File: src/rtl/vram_arbiter_if.sv
// Handshake/bus bundle between the VGA fetch path, two writers, the arbiter and the character RAM.
interface vram_arbiter_if #(
    parameter int ADDR_W = 12,
    parameter int DATA_W = 8
);
    logic              video_on;
    logic              fetch_req;
    logic [ADDR_W-1:0] fetch_addr;
    logic              fetch_valid;
    logic [DATA_W-1:0] fetch_data;
    logic              wr0_req,  wr1_req;
    logic [ADDR_W-1:0] wr0_addr, wr1_addr;
    logic [DATA_W-1:0] wr0_data, wr1_data;
    logic              wr0_ack,  wr1_ack;
    logic              ram_en;
    logic              ram_we;
    logic [ADDR_W-1:0] ram_addr;
    logic [DATA_W-1:0] ram_wdata;
    logic [DATA_W-1:0] ram_rdata;

    modport slave (
        input  video_on, fetch_req, fetch_addr,
        input  wr0_req, wr1_req, wr0_addr, wr1_addr, wr0_data, wr1_data,
        input  ram_rdata,
        output fetch_valid, fetch_data, wr0_ack, wr1_ack,
        output ram_en, ram_we, ram_addr, ram_wdata
    );

    modport master (
        output video_on, fetch_req, fetch_addr,
        output wr0_req, wr1_req, wr0_addr, wr1_addr, wr0_data, wr1_data,
        output ram_rdata,
        input  fetch_valid, fetch_data, wr0_ack, wr1_ack,
        input  ram_en, ram_we, ram_addr, ram_wdata
    );
endinterface

File: src/rtl/vram_arbiter.sv
// Character-RAM arbiter: display fetch has absolute priority, two writers share idle cycles round-robin.
// Define VRAM_BLANK_WRITE_EN to restrict writes to blanking (video_on=0) cycles.
module vram_arbiter #(
    parameter int ADDR_W  = 12,
    parameter int DATA_W  = 8,
    parameter int STALL_W = 16
) (
    input  logic               clk_i,
    input  logic               reset_i,
    vram_arbiter_if.slave      bus,
    output logic [STALL_W-1:0] stall_cnt_o
);
    logic               ram_en_q,    ram_en_d;
    logic               ram_we_q,    ram_we_d;
    logic [ADDR_W-1:0]  ram_addr_q,  ram_addr_d;
    logic [DATA_W-1:0]  ram_wdata_q, ram_wdata_d;
    logic               ack0_q,      ack0_d;
    logic               ack1_q,      ack1_d;
    logic               last_wr_q,   last_wr_d;
    logic [1:0]         vld_pipe_q,  vld_pipe_d;
    logic [STALL_W-1:0] stall_q,     stall_d;

    logic raw0, raw1, elig0, elig1, blk, sel1, grant_wr, stall_inc;

    // A writer whose ack is showing this cycle is masked so it is not served twice.
    assign raw0 = bus.wr0_req & ~ack0_q;
    assign raw1 = bus.wr1_req & ~ack1_q;

`ifdef VRAM_BLANK_WRITE_EN
    assign elig0 = raw0 & ~bus.video_on;
    assign elig1 = raw1 & ~bus.video_on;
    assign blk   = bus.video_on & (raw0 | raw1);
`else
    logic unused_video_on;
    assign unused_video_on = bus.video_on;
    assign elig0 = raw0;
    assign elig1 = raw1;
    assign blk   = 1'b0;
`endif

    always_comb begin
        sel1        = (elig0 & elig1) ? ~last_wr_q : elig1;
        grant_wr    = ~bus.fetch_req & (elig0 | elig1);
        stall_inc   = (bus.fetch_req & (elig0 | elig1)) | blk;

        ram_en_d    = bus.fetch_req | grant_wr;
        ram_we_d    = grant_wr;
        ram_addr_d  = ram_addr_q;
        ram_wdata_d = ram_wdata_q;
        if (bus.fetch_req) begin
            ram_addr_d = bus.fetch_addr;
        end else if (grant_wr) begin
            ram_addr_d  = sel1 ? bus.wr1_addr : bus.wr0_addr;
            ram_wdata_d = sel1 ? bus.wr1_data : bus.wr0_data;
        end

        ack0_d     = grant_wr & ~sel1;
        ack1_d     = grant_wr &  sel1;
        last_wr_d  = grant_wr ? sel1 : last_wr_q;
        vld_pipe_d = {vld_pipe_q[0], bus.fetch_req};

        stall_d = stall_q;
        if (stall_inc && (stall_q != {STALL_W{1'b1}}))
            stall_d = stall_q + 1'b1;
    end

    always_ff @(posedge clk_i) begin
        if (reset_i) begin
            ram_en_q    <= 1'b0;
            ram_we_q    <= 1'b0;
            ram_addr_q  <= '0;
            ram_wdata_q <= '0;
            ack0_q      <= 1'b0;
            ack1_q      <= 1'b0;
            last_wr_q   <= 1'b1;  // wr0 wins the first tie
            vld_pipe_q  <= '0;
            stall_q     <= '0;
        end else begin
            ram_en_q    <= ram_en_d;
            ram_we_q    <= ram_we_d;
            ram_addr_q  <= ram_addr_d;
            ram_wdata_q <= ram_wdata_d;
            ack0_q      <= ack0_d;
            ack1_q      <= ack1_d;
            last_wr_q   <= last_wr_d;
            vld_pipe_q  <= vld_pipe_d;
            stall_q     <= stall_d;
        end
    end

    assign bus.ram_en      = ram_en_q;
    assign bus.ram_we      = ram_we_q;
    assign bus.ram_addr    = ram_addr_q;
    assign bus.ram_wdata   = ram_wdata_q;
    assign bus.wr0_ack     = ack0_q;
    assign bus.wr1_ack     = ack1_q;
    assign bus.fetch_valid = vld_pipe_q[1];
    assign bus.fetch_data  = bus.ram_rdata;
    assign stall_cnt_o     = stall_q;
endmodule
File: src/flat_wrapper.sv
// flat-port wrapper written by rule: the top's interface ports become plain ports
module vram_arbiter_flat 
#(
    parameter int ADDR_W  = 12,
    parameter int DATA_W  = 8,
    parameter int STALL_W = 16
)
  (clk_i, reset_i, stall_cnt_o, bus_video_on, bus_fetch_req, bus_fetch_addr, bus_wr0_req, bus_wr1_req, bus_wr0_addr, bus_wr1_addr, bus_wr0_data, bus_wr1_data, bus_ram_rdata, bus_fetch_valid, bus_fetch_data, bus_wr0_ack, bus_wr1_ack, bus_ram_en, bus_ram_we, bus_ram_addr, bus_ram_wdata);
  vram_arbiter_if #(.ADDR_W(ADDR_W), .DATA_W(DATA_W)) bus_i ();
  input  logic clk_i;
  input  logic reset_i;
  output logic [STALL_W-1:0] stall_cnt_o;
  input wire logic [$bits(bus_i.video_on)-1:0] bus_video_on;
  input wire logic [$bits(bus_i.fetch_req)-1:0] bus_fetch_req;
  input wire logic [$bits(bus_i.fetch_addr)-1:0] bus_fetch_addr;
  input wire logic [$bits(bus_i.wr0_req)-1:0] bus_wr0_req;
  input wire logic [$bits(bus_i.wr1_req)-1:0] bus_wr1_req;
  input wire logic [$bits(bus_i.wr0_addr)-1:0] bus_wr0_addr;
  input wire logic [$bits(bus_i.wr1_addr)-1:0] bus_wr1_addr;
  input wire logic [$bits(bus_i.wr0_data)-1:0] bus_wr0_data;
  input wire logic [$bits(bus_i.wr1_data)-1:0] bus_wr1_data;
  input wire logic [$bits(bus_i.ram_rdata)-1:0] bus_ram_rdata;
  output wire logic [$bits(bus_i.fetch_valid)-1:0] bus_fetch_valid;
  output wire logic [$bits(bus_i.fetch_data)-1:0] bus_fetch_data;
  output wire logic [$bits(bus_i.wr0_ack)-1:0] bus_wr0_ack;
  output wire logic [$bits(bus_i.wr1_ack)-1:0] bus_wr1_ack;
  output wire logic [$bits(bus_i.ram_en)-1:0] bus_ram_en;
  output wire logic [$bits(bus_i.ram_we)-1:0] bus_ram_we;
  output wire logic [$bits(bus_i.ram_addr)-1:0] bus_ram_addr;
  output wire logic [$bits(bus_i.ram_wdata)-1:0] bus_ram_wdata;
  assign bus_i.video_on = bus_video_on;
  assign bus_i.fetch_req = bus_fetch_req;
  assign bus_i.fetch_addr = bus_fetch_addr;
  assign bus_i.wr0_req = bus_wr0_req;
  assign bus_i.wr1_req = bus_wr1_req;
  assign bus_i.wr0_addr = bus_wr0_addr;
  assign bus_i.wr1_addr = bus_wr1_addr;
  assign bus_i.wr0_data = bus_wr0_data;
  assign bus_i.wr1_data = bus_wr1_data;
  assign bus_i.ram_rdata = bus_ram_rdata;
  assign bus_fetch_valid = bus_i.fetch_valid;
  assign bus_fetch_data = bus_i.fetch_data;
  assign bus_wr0_ack = bus_i.wr0_ack;
  assign bus_wr1_ack = bus_i.wr1_ack;
  assign bus_ram_en = bus_i.ram_en;
  assign bus_ram_we = bus_i.ram_we;
  assign bus_ram_addr = bus_i.ram_addr;
  assign bus_ram_wdata = bus_i.ram_wdata;
  vram_arbiter #(.ADDR_W(ADDR_W), .DATA_W(DATA_W), .STALL_W(STALL_W)) u_core (.clk_i(clk_i), .reset_i(reset_i), .bus(bus_i), .stall_cnt_o(stall_cnt_o));
endmodule
File: config.mk
export PLATFORM = sky130hd
export DESIGN_NAME = vram_arbiter_flat
export DESIGN_NICKNAME = d
export VERILOG_FILES = /design/src/rtl/vram_arbiter_if.sv /design/src/rtl/vram_arbiter.sv /design/src/flat_wrapper.sv
export SDC_FILE = /design/constraint.sdc
export NUM_CORES = 1
export LEC_CHECK = 0
export ABC_AREA = 1
export CAP_MARGIN = 30
export CORE_UTILIZATION = 25
export CTS_CLUSTER_SIZE = 20
export DETAILED_ROUTE_END_ITERATION = 16
export GPL_TIMING_DRIVEN = 0
export PLACE_DENSITY_LB_ADDON = 0.12
export SYNTH_ARGS = -nofsm -noshare
export SYNTH_HDL_FRONTEND = slang
export SYNTH_SLANG_ARGS = --single-unit
File: constraint.sdc
create_clock -name clk_i -period 1.7 [get_ports clk_i]
set_input_delay 0.425 -clock clk_i [delete_from_list [all_inputs] [get_ports clk_i]]
set_output_delay 0.425 -clock clk_i [all_outputs]
set_load 0.02 [all_outputs]
==> results.yml <==
outcome:
  status: "complete, no violations"
finish:
  final_cell_mix: "nand2_1 (117), clkdlybuf4s50_1 (67), inv_1 (46)"
  areaGrowthSynthToFinish_pct: 57.6
  n_antenna_cell: 0
  drive_above_1_share: 0.123
  nNetsFinal: 537
  fin_util: 0.405
  final_common_cell: "nand2_1"
  n_fill_cell: 978
  stdcell_count: 599
sta:
  fmaxAchievable_mhz: 601
  rsz0062_at_grt: "false"
  fin_crit_ns: 1.66
  post-route-period-util: 0.978
  setup_viol: 0
  hold_viol: 0
  relSlewSlack: 0.574
  skew_ns: 0.00415
  final_max_slew_viol_count: 0
  worstMarginPinSlew_ns: 0.639
routing:
  route.detailed.drc: 0
  drt_iter0_drc: 68
  ant_nets: 0
  wl_per_cell_um: 11.4
  dr_total_vias: 2511
  wl_um: 6820
  via_per_inst: 4.19
  dr.pass1.iters: 4
placed_design:
  dp_hpwl_um: 5250
  portBuffers: 103
  dp.cells: 589
  place.gp.congestion: 0.752
die:
  initial_utilization: 0.257
  die_y_um: 99.5
  ios: 115
  die_area_mm2: 0.00989
  num_rows: 35
  core_area_mm2: 0.00924
  die_w_um: 99.5
worst_setup_path:
  cp.required_ns: 1.27
  crit_type: "flip-flop to primary output"
  rrSetupSlack_ns: 0.14
  slowest_delay_ns: 0.61
  crit_family: "buffers and inverters"
  reg2reg_to: "u_core.stall_cnt_o[6]"
  cp_data_arrival_time_ns: 1.24
  cp-end-kind: "primary output"
  critical_path_buf_inv_count: 1
  path_cells: "clkdlybuf4s50_1"
  cp-startpoint: "u_core.bus.ram_addr[7]"
  critical_path_depth: 1
  cp_max_fo: 2
  setup.worst_path.end: "bus_ram_addr[7]"
  start_kind: "flip-flop"
  cp_slowest_cell: "clkdlybuf4s50_1"
  r2r_cells: 8
  timing.rr.start: "u_core.stall_cnt_o[1]"
power:
  p_int_mw: 1.70
  total_leakage_power_nw: 1.87
  clkPwrFrac: 0.279
  swShare: 0.288
  pwr-share-seq: 0.460
  p_switching_uw: 689
  ir_drop_mv: 0.370
  power_frac_comb: 0.260
  powerDensity_mw_per_mm2: 639
clock_network:
  cts_inserted_buffers: 5
  htree_levels: 2
  root_buffer: "clkbuf_8"
  clk_latency_ns: 0.29
  clock_sinks: 43
  cts_hold_buffers: 0
  cts_max_path_buffers: 2
  cts.reportedPaths.clkPinSlew_ns: 0.08
  cts_tree: "built"
global_route:
  grt_pass1_wl_um: 11400
  grt_overflow: 0
  grt_use_total: 0.146
  grt_pass1_vias: 2459
  grt_max_degree: 13
  antenna_found_initial: 0
yosys:
  yosysUniqueCellTypes: 30
  ys_warn_count: 0
  ys_seq_area_frac: 0.362
  synth_top_area_frac: 0.362
  synthesis.instances: 357
  synth_nets: 424
  ys_top_cells_by_area: "dfxtp_1 (36%), nand2_1 (19%), inv_1 (7.3%)"
  synth_top_area_cell: "dfxtp_1"
  ys_ff_latch: 43
  avgSynthCellArea_um2: 6.65
  syn_area_mm2: 0.00237
hold_path:
  hold_path_class: "flip-flop to flip-flop"
flow_run:
  cap_viol_max_count: 0
registers in the layout, summed over array words and instances, names as in the netlist:
signal / cells
u_core.stall_cnt_o: 16
u_core.bus.ram_addr: 12
u_core.bus.ram_wdata: 8
u_core.vld_pipe_q: 2
u_core.bus.ram_en: 1
u_core.bus.ram_we: 1
u_core.bus.wr0_ack: 1
u_core.bus.wr1_ack: 1
u_core.last_wr_q: 1
power by group through the flow:
stage	logic (mW)	clock network [mW]	registers (mW)
floorplan	0.240	0	1.19
global placement	0.619	0	1.12
detailed placement	0.622	0	1.12
CTS	0.621	0.695	1.10
global route	0.686	0.743	1.11
finish	0.622	0.668	1.10
routing by layer:
metal / up-vias / track usage / routed length [um]
met3: 7 / 0.0485 / 522
met1: 1090 / 0.171 / 3130
met2: 73 / 0.256 / 3100
li1: 1341 / - / -
met5: - / 0 / 0
met4: 0 / 0.0373 / 69
cell usage after synthesis:
cell type and number:
a21oi_1 12, a21oi_2 7, a31oi_1 6, buf_2 5
buf_4 9, buf_6 1, clkbuf_1 8, clkinv_2 1
dfxtp_1 43, ha_1 1, inv_1 46, inv_2 2
nand2_1 118, nand2_2 3, nand3_1 23, nand3_2 1
nand3_4 1, nand4_1 3, nor2_1 23, nor2_2 2
nor2_4 2, nor3_1 2, nor3b_1 1, o211ai_1 14
o21ai_0 9, o21ai_1 1, o21ai_4 1, or2_2 6
xnor2_1 4, xor2_1 2
what timing repair did:
| item | 4_1_cts | 5_1_grt |
|---|---|---|
| resized for setup | 22 | 36 |
| gates cloned | 0 | 0 |
| buffers inserted | 0 | 3 |
| pin swaps | 0 | 3 |
| setup endpoints to repair | 28 | 52 |
through the flow:
stage	TNS [ns]	instance area (um^2)	hold WS (ns)	power (mW)	setup slack [ns]
6_report	0	3740	0.413	2.39	0.0370
5_1_grt	0	3740	0.425	2.54	0.000632
4_1_cts	0	3640	0.418	2.42	0.000636
3_5_place_dp	-10.89	3570	0.407	1.75	-0.456
3_3_place_gp	-10.22	3570	0.393	1.74	-0.434
2_1_floorplan	0	2370	0.388	1.43	0.128
area by class of cell:
type,count,area (um^2),share of cell area
Inverter,49,185,0.0495
Multi-Input combinational cell,242,1210,0.325
Clock inverter,1,5.00,0.00134
Timing Repair Buffer,106,1080,0.287
Sequential cell,43,863,0.231
Buffer,23,155,0.0414
Clock buffer,6,82.6,0.0221
Tap cell,129,161,0.0431
cell families (layout without fill, tap and decap cells):
family                     Yosys count  count (layout)  share of synthesized area
and+or+nand+nor                    185             185                      0.337
DFF                                 43              43                      0.362
AOI/OAI and AO/OA                   50              50                      0.139
buffers and inverters               72             185                      0.134
xor gates and xnor gates             6               6                     0.0221
adders and majority gates            1               1                    0.00527
worst min path at each step:
| stage | start | to | slack [ns] | cells past startpoint |
|---|---|---|---|---|
| 2_1_floorplan | u_core.vld_pipe_q[0] | u_core.vld_pipe_q[1] | 0.39 | 2 |
| 5_1_grt | u_core.vld_pipe_q[0] | u_core.vld_pipe_q[1] | 0.42 | 2 |
| 4_1_cts | u_core.vld_pipe_q[0] | u_core.vld_pipe_q[1] | 0.42 | 2 |
| 6_report | u_core.vld_pipe_q[0] | u_core.vld_pipe_q[1] | 0.41 | 2 |
| 3_3_place_gp | u_core.vld_pipe_q[0] | u_core.vld_pipe_q[1] | 0.39 | 2 |
| 3_5_place_dp | u_core.vld_pipe_q[0] | u_core.vld_pipe_q[1] | 0.41 | 2 |
Note: power is estimated with default switching activity, not from simulation.
==> patch 1, RTL diff (same flow settings) <==
`STALL_W` is set to 16 in 2 places; all go to 12.
--- a/src/rtl/vram_arbiter.sv
+++ b/src/rtl/vram_arbiter.sv
@@ -5,3 +5,3 @@
     parameter int DATA_W  = 8,
-    parameter int STALL_W = 16
+    parameter int STALL_W = 12
 ) (
--- a/src/flat_wrapper.sv
+++ b/src/flat_wrapper.sv
@@ -5,3 +5,3 @@
     parameter int DATA_W  = 8,
-    parameter int STALL_W = 16
+    parameter int STALL_W = 12
 )
Interface: changed (resized stall_cnt_o); port bits go from 115 to 111. The function was not compared with the original's and may differ.
==> patch 1 against the unedited design <==
Die area decreased by 13%. Sequential cell count decreased by 4. Final area decreased by 12%. Area after synthesis decreased by 13%. Worst setup slack improved by 0.012 ns. Power decreased by 8.9%. Clock skew increased by 0.0016 ns. Routed wire length decreased by 6.3%. Via count decreased by 13%. Critical endpoint is now bus_ram_wdata[7]. Largest cell class unchanged. Highest routed layer unchanged.
==> patch 1: results (changes against the unedited design) <==
| Metric | Value |
|---|---|
| Post-Layout Cell Count | 501 (-16%) |
| Global placement routability congestion | 0.804 (+6.9%) |
| PortBufs | 101 (-1.9%) |
| Resized Gates After CTS | 14 (-36%) |
| Sequential cell area fraction in the yosys report | 37.9% (+1.7 points) |
| Hold WS | 0.404 ns (-0.00821 ns) |
| Share of cells above drive strength 1 | 12.8% (+0.44 points) |
| Crit path from | u_core.bus.ram_wdata[7] |
| Avg WL per Cell | 12.8 um (+12%) |
| Worst setup path endpoint | bus_ram_wdata[7] |
| Post-synthesis compound-gate area fraction | 21.3% (+7.4 points) |
| Syn nets | 358 (-16%) |
| Gr usage total | 15.0% (+0.40 points) |
| Global routing met2 resource utilization | 24.7% (-0.90 points) |
| Largest net degree at the start of global routing | 11 (-2) |
| Avg Synthesized Cell Area | 7.07 sq um (+6.3%) |
| Worst R2R Setup Slack | 0.20 ns (+0.06 ns) |
| Via density | 4.37 (+4.1%) |
| R2r startpoint | u_core.stall_cnt_o[0] |
| GR Layer Usage met1 | 18.8% (+1.7 points) |
| Status | finished clean |
| F_max | 606 MHz (+0.74%) |
| Vias in the first global route | 2041 (-17%) |
| Adder-cell share of the synthesized area | 0.608% (+0.081 points) |
| Placed Cells | 494 (-16%) |
| Worst Skew | 0.00578 ns (+0.00163 ns) |
| Yosys cell types | 29 (-3.3%) |
| First-pass GRT wire length | 10000 um (-12%) |
| Pleak | 1.55 nW (-18%) |
| Nets | 467 (-13%) |
| Drt initial violations | 96 (+41%) |
patch 1: changes by cell type after synthesis, moves of 4 or more:
cell / unedited run / this run
a21oi_1: 12 / 28
a22oi_1: 0 / 7
a31oi_1: 6 / 0
clkbuf_1: 8 / 3
dfxtp_1: 43 / 39
inv_1: 46 / 32
nand2_1: 118 / 62
nand2_2: 3 / 9
nand3_1: 23 / 9
nor2_1: 23 / 28
o211ai_1: 14 / 7
o21ai_0: 9 / 18
or2_2: 6 / 0
patch 1: cell type report:
class	instances	area (sq um)
Sequential cell	39	783
Timing Repair Buffer	102	1030
Buffer	19	140
Tap cell	102	128
Inverter	36	135
Fill cell	844	4540
Multi-Input combinational cell	197	1020
Clock buffer	6	72.6
patch 1: power by group:
group	switching [W]	leakage [nW]	internal (W)
registers	0.0000293	0.322	0.000969
clock network	0.000319	0.0371	0.000274
logic	0.000283	1.19	0.000304
patch 1: per-layer routing:
layer	wire length [um]	share of wire, %
met1	2930	46
met3	449	7.0
met5	0	0
met4	89	1.4
met2	2930	46
==> patch 2, RTL diff (same settings) <==
Without the edit above. Put one more register stage on the output `stall_cnt_o`, with the module's reset. The value now appears one clock later. The other outputs are not delayed to match.
--- a/src/rtl/vram_arbiter.sv
+++ b/src/rtl/vram_arbiter.sv
@@ -98,3 +98,9 @@
     assign bus.fetch_data  = bus.ram_rdata;
-    assign stall_cnt_o     = stall_q;
+    always_ff @(posedge clk_i) begin
+        if (reset_i) begin
+            stall_cnt_o <= '0;
+        end else begin
+            stall_cnt_o <= stall_q;
+        end
+    end
 endmodule
Check against the original RTL: not equivalent (a bounded check fails within 4 cycles, from zero or initial values and one cycle with reset_i high).
==> patch 2 against the unedited design <==
Area after synthesis rose by 17%. Register-to-register slack got worse by 0.05 ns. Sequential share of layout area rose by 4.0 points. Final area rose by 17%. Worst setup slack got worse by 0.0047 ns. Die area rose by 17%. Sequential cell count rose by 16. Power rose by 55%. Routed wire length rose by 19%. Largest cell class unchanged.
==> patch 2: results (changes against the unedited design) <==
| Metric | Value |
|---|---|
| Comb pwr share | 16.7% (-9.3 points) |
| Pre-CTS setup slack | -0.430 ns (+0.0261 ns) |
| Vias in the first global route | 2734 (+11%) |
| Via density | 4.19 (-0.12%) |
| Met3 Use GR | 4.78% (-0.067 points) |
| Worst slew pin tran | 0.826 ns (+0.187 ns) |
| Inverters | 56 (+14%) |
| Total CTS buffers | 9 (+4) |
| Sequential cell area fraction in the yosys report | 42.5% (+6.3 points) |
| Final period utilization | 98.1% (+0.28 points) |
| Largest net degree at the start of global routing | 11 (-2) |
| Max VDD drop | 0.000470 V (+27%) |
| Gr usage total | 15.1% (+0.55 points) |
| Signal buffers | 138 (+7.0%) |
| Global routing met2 resource utilization | 25.8% (+0.17 points) |
| Filler Cell Count | 1163 (+19%) |
| Syn nets | 462 (+9.0%) |
| Largest cells by area after synthesis | dfxtp_1, nand2_1, inv_1 |
| Multi-input gates | 255 (+5.4%) |
| Final clock-cell share | 5.50% (+3.2 points) |
| Sw Pwr | 0.000938 W (+36%) |
| Post-Layout Cell Count | 664 (+11%) |
| Crit path from | u_core.stall_cnt_o[0] |
| R2r startpoint | u_core.stall_q[0] |
| Adder-cell share of the synthesized area | 0.451% (-0.076 points) |
| Met3 wire len | 536 um (+2.7%) |
| Placed Cells | 639 (+8.5%) |
| Synth Area in XOR/XNOR | 1.89% (-0.32 points) |
| Nets | 586 (+9.1%) |
| Resized Gates After CTS | 32 (+45%) |
| R2r endpoint | u_core.stall_q[9] |
| Yosys cell types | 26 (-13%) |
| Top cells by count, synth | nand2_1, dfxtp_1, inv_1 |
| R2R depth | 10 (+2) |
| Avg WL per Cell | 12.2 um (+7.5%) |
| Status | finished clean |
| Skew-Pair Late Insertion Delay | 0.35 ns (+0.06 ns) |
| Wl on met1 | 3620 um (+16%) |
| Worst R2R Setup Slack | 0.09 ns (-0.05 ns) |
| Clkbuf count | 11 (+5) |
| Post-DP HPWL | 6010 um (+14%) |
| Global placement routability congestion | 0.776 (+3.2%) |
| Critical Path AT | 1.24 ns (about the same) |
| Worst setup path endpoint | stall_cnt_o[0] |
| Worst Skew | 0.0106 ns (+0.00648 ns) |
| Critical-path maximum fanout | 1 (-1) |
| GR Layer Usage met1 | 17.6% (+0.56 points) |
| DR WL met2 | 3850 um (+24%) |
| Register area | 0.00119 sq mm (+38%) |
| PortBufs | 104 (+0.97%) |
| Pleak | 2.10 nW (+12%) |
| Clock sink count | 59 (+37%) |
| Max incr delay on CP | 0.59 ns (-0.02 ns) |
| # H-tree levels | 3 (+1) |
| Non-clock buffer share | 29.5% (-3.4 points) |
-- patch 2: metrics by stage --
step | util [%] | instance area [sq um] | total power (W) | TNS [ns] | hold WS, ns
floorplan | - | 2780 | 0.00180 | 0 | 0.388
global placement | 36.8 | 3990 | 0.00212 | -17.23 | 0.408
detailed placement | 36.8 | 3990 | 0.00212 | -18.25 | 0.413
CTS | 39.0 | 4220 | 0.00369 | 0 | 0.424
global route | 40.5 | 4390 | 0.00388 | 0 | 0.443
finish | 40.5 | 4390 | 0.00370 | 0 | 0.418
-- patch 2: worst min-delay path by stage --
stage                           end  slack (ns)
3_5_place_dp   u_core.vld_pipe_q[1]        0.41
5_1_grt        u_core.vld_pipe_q[1]        0.44
6_report       u_core.vld_pipe_q[1]        0.42
3_3_place_gp   u_core.vld_pipe_q[1]        0.41
2_1_floorplan  u_core.vld_pipe_q[1]        0.39
4_1_cts        u_core.vld_pipe_q[1]        0.42
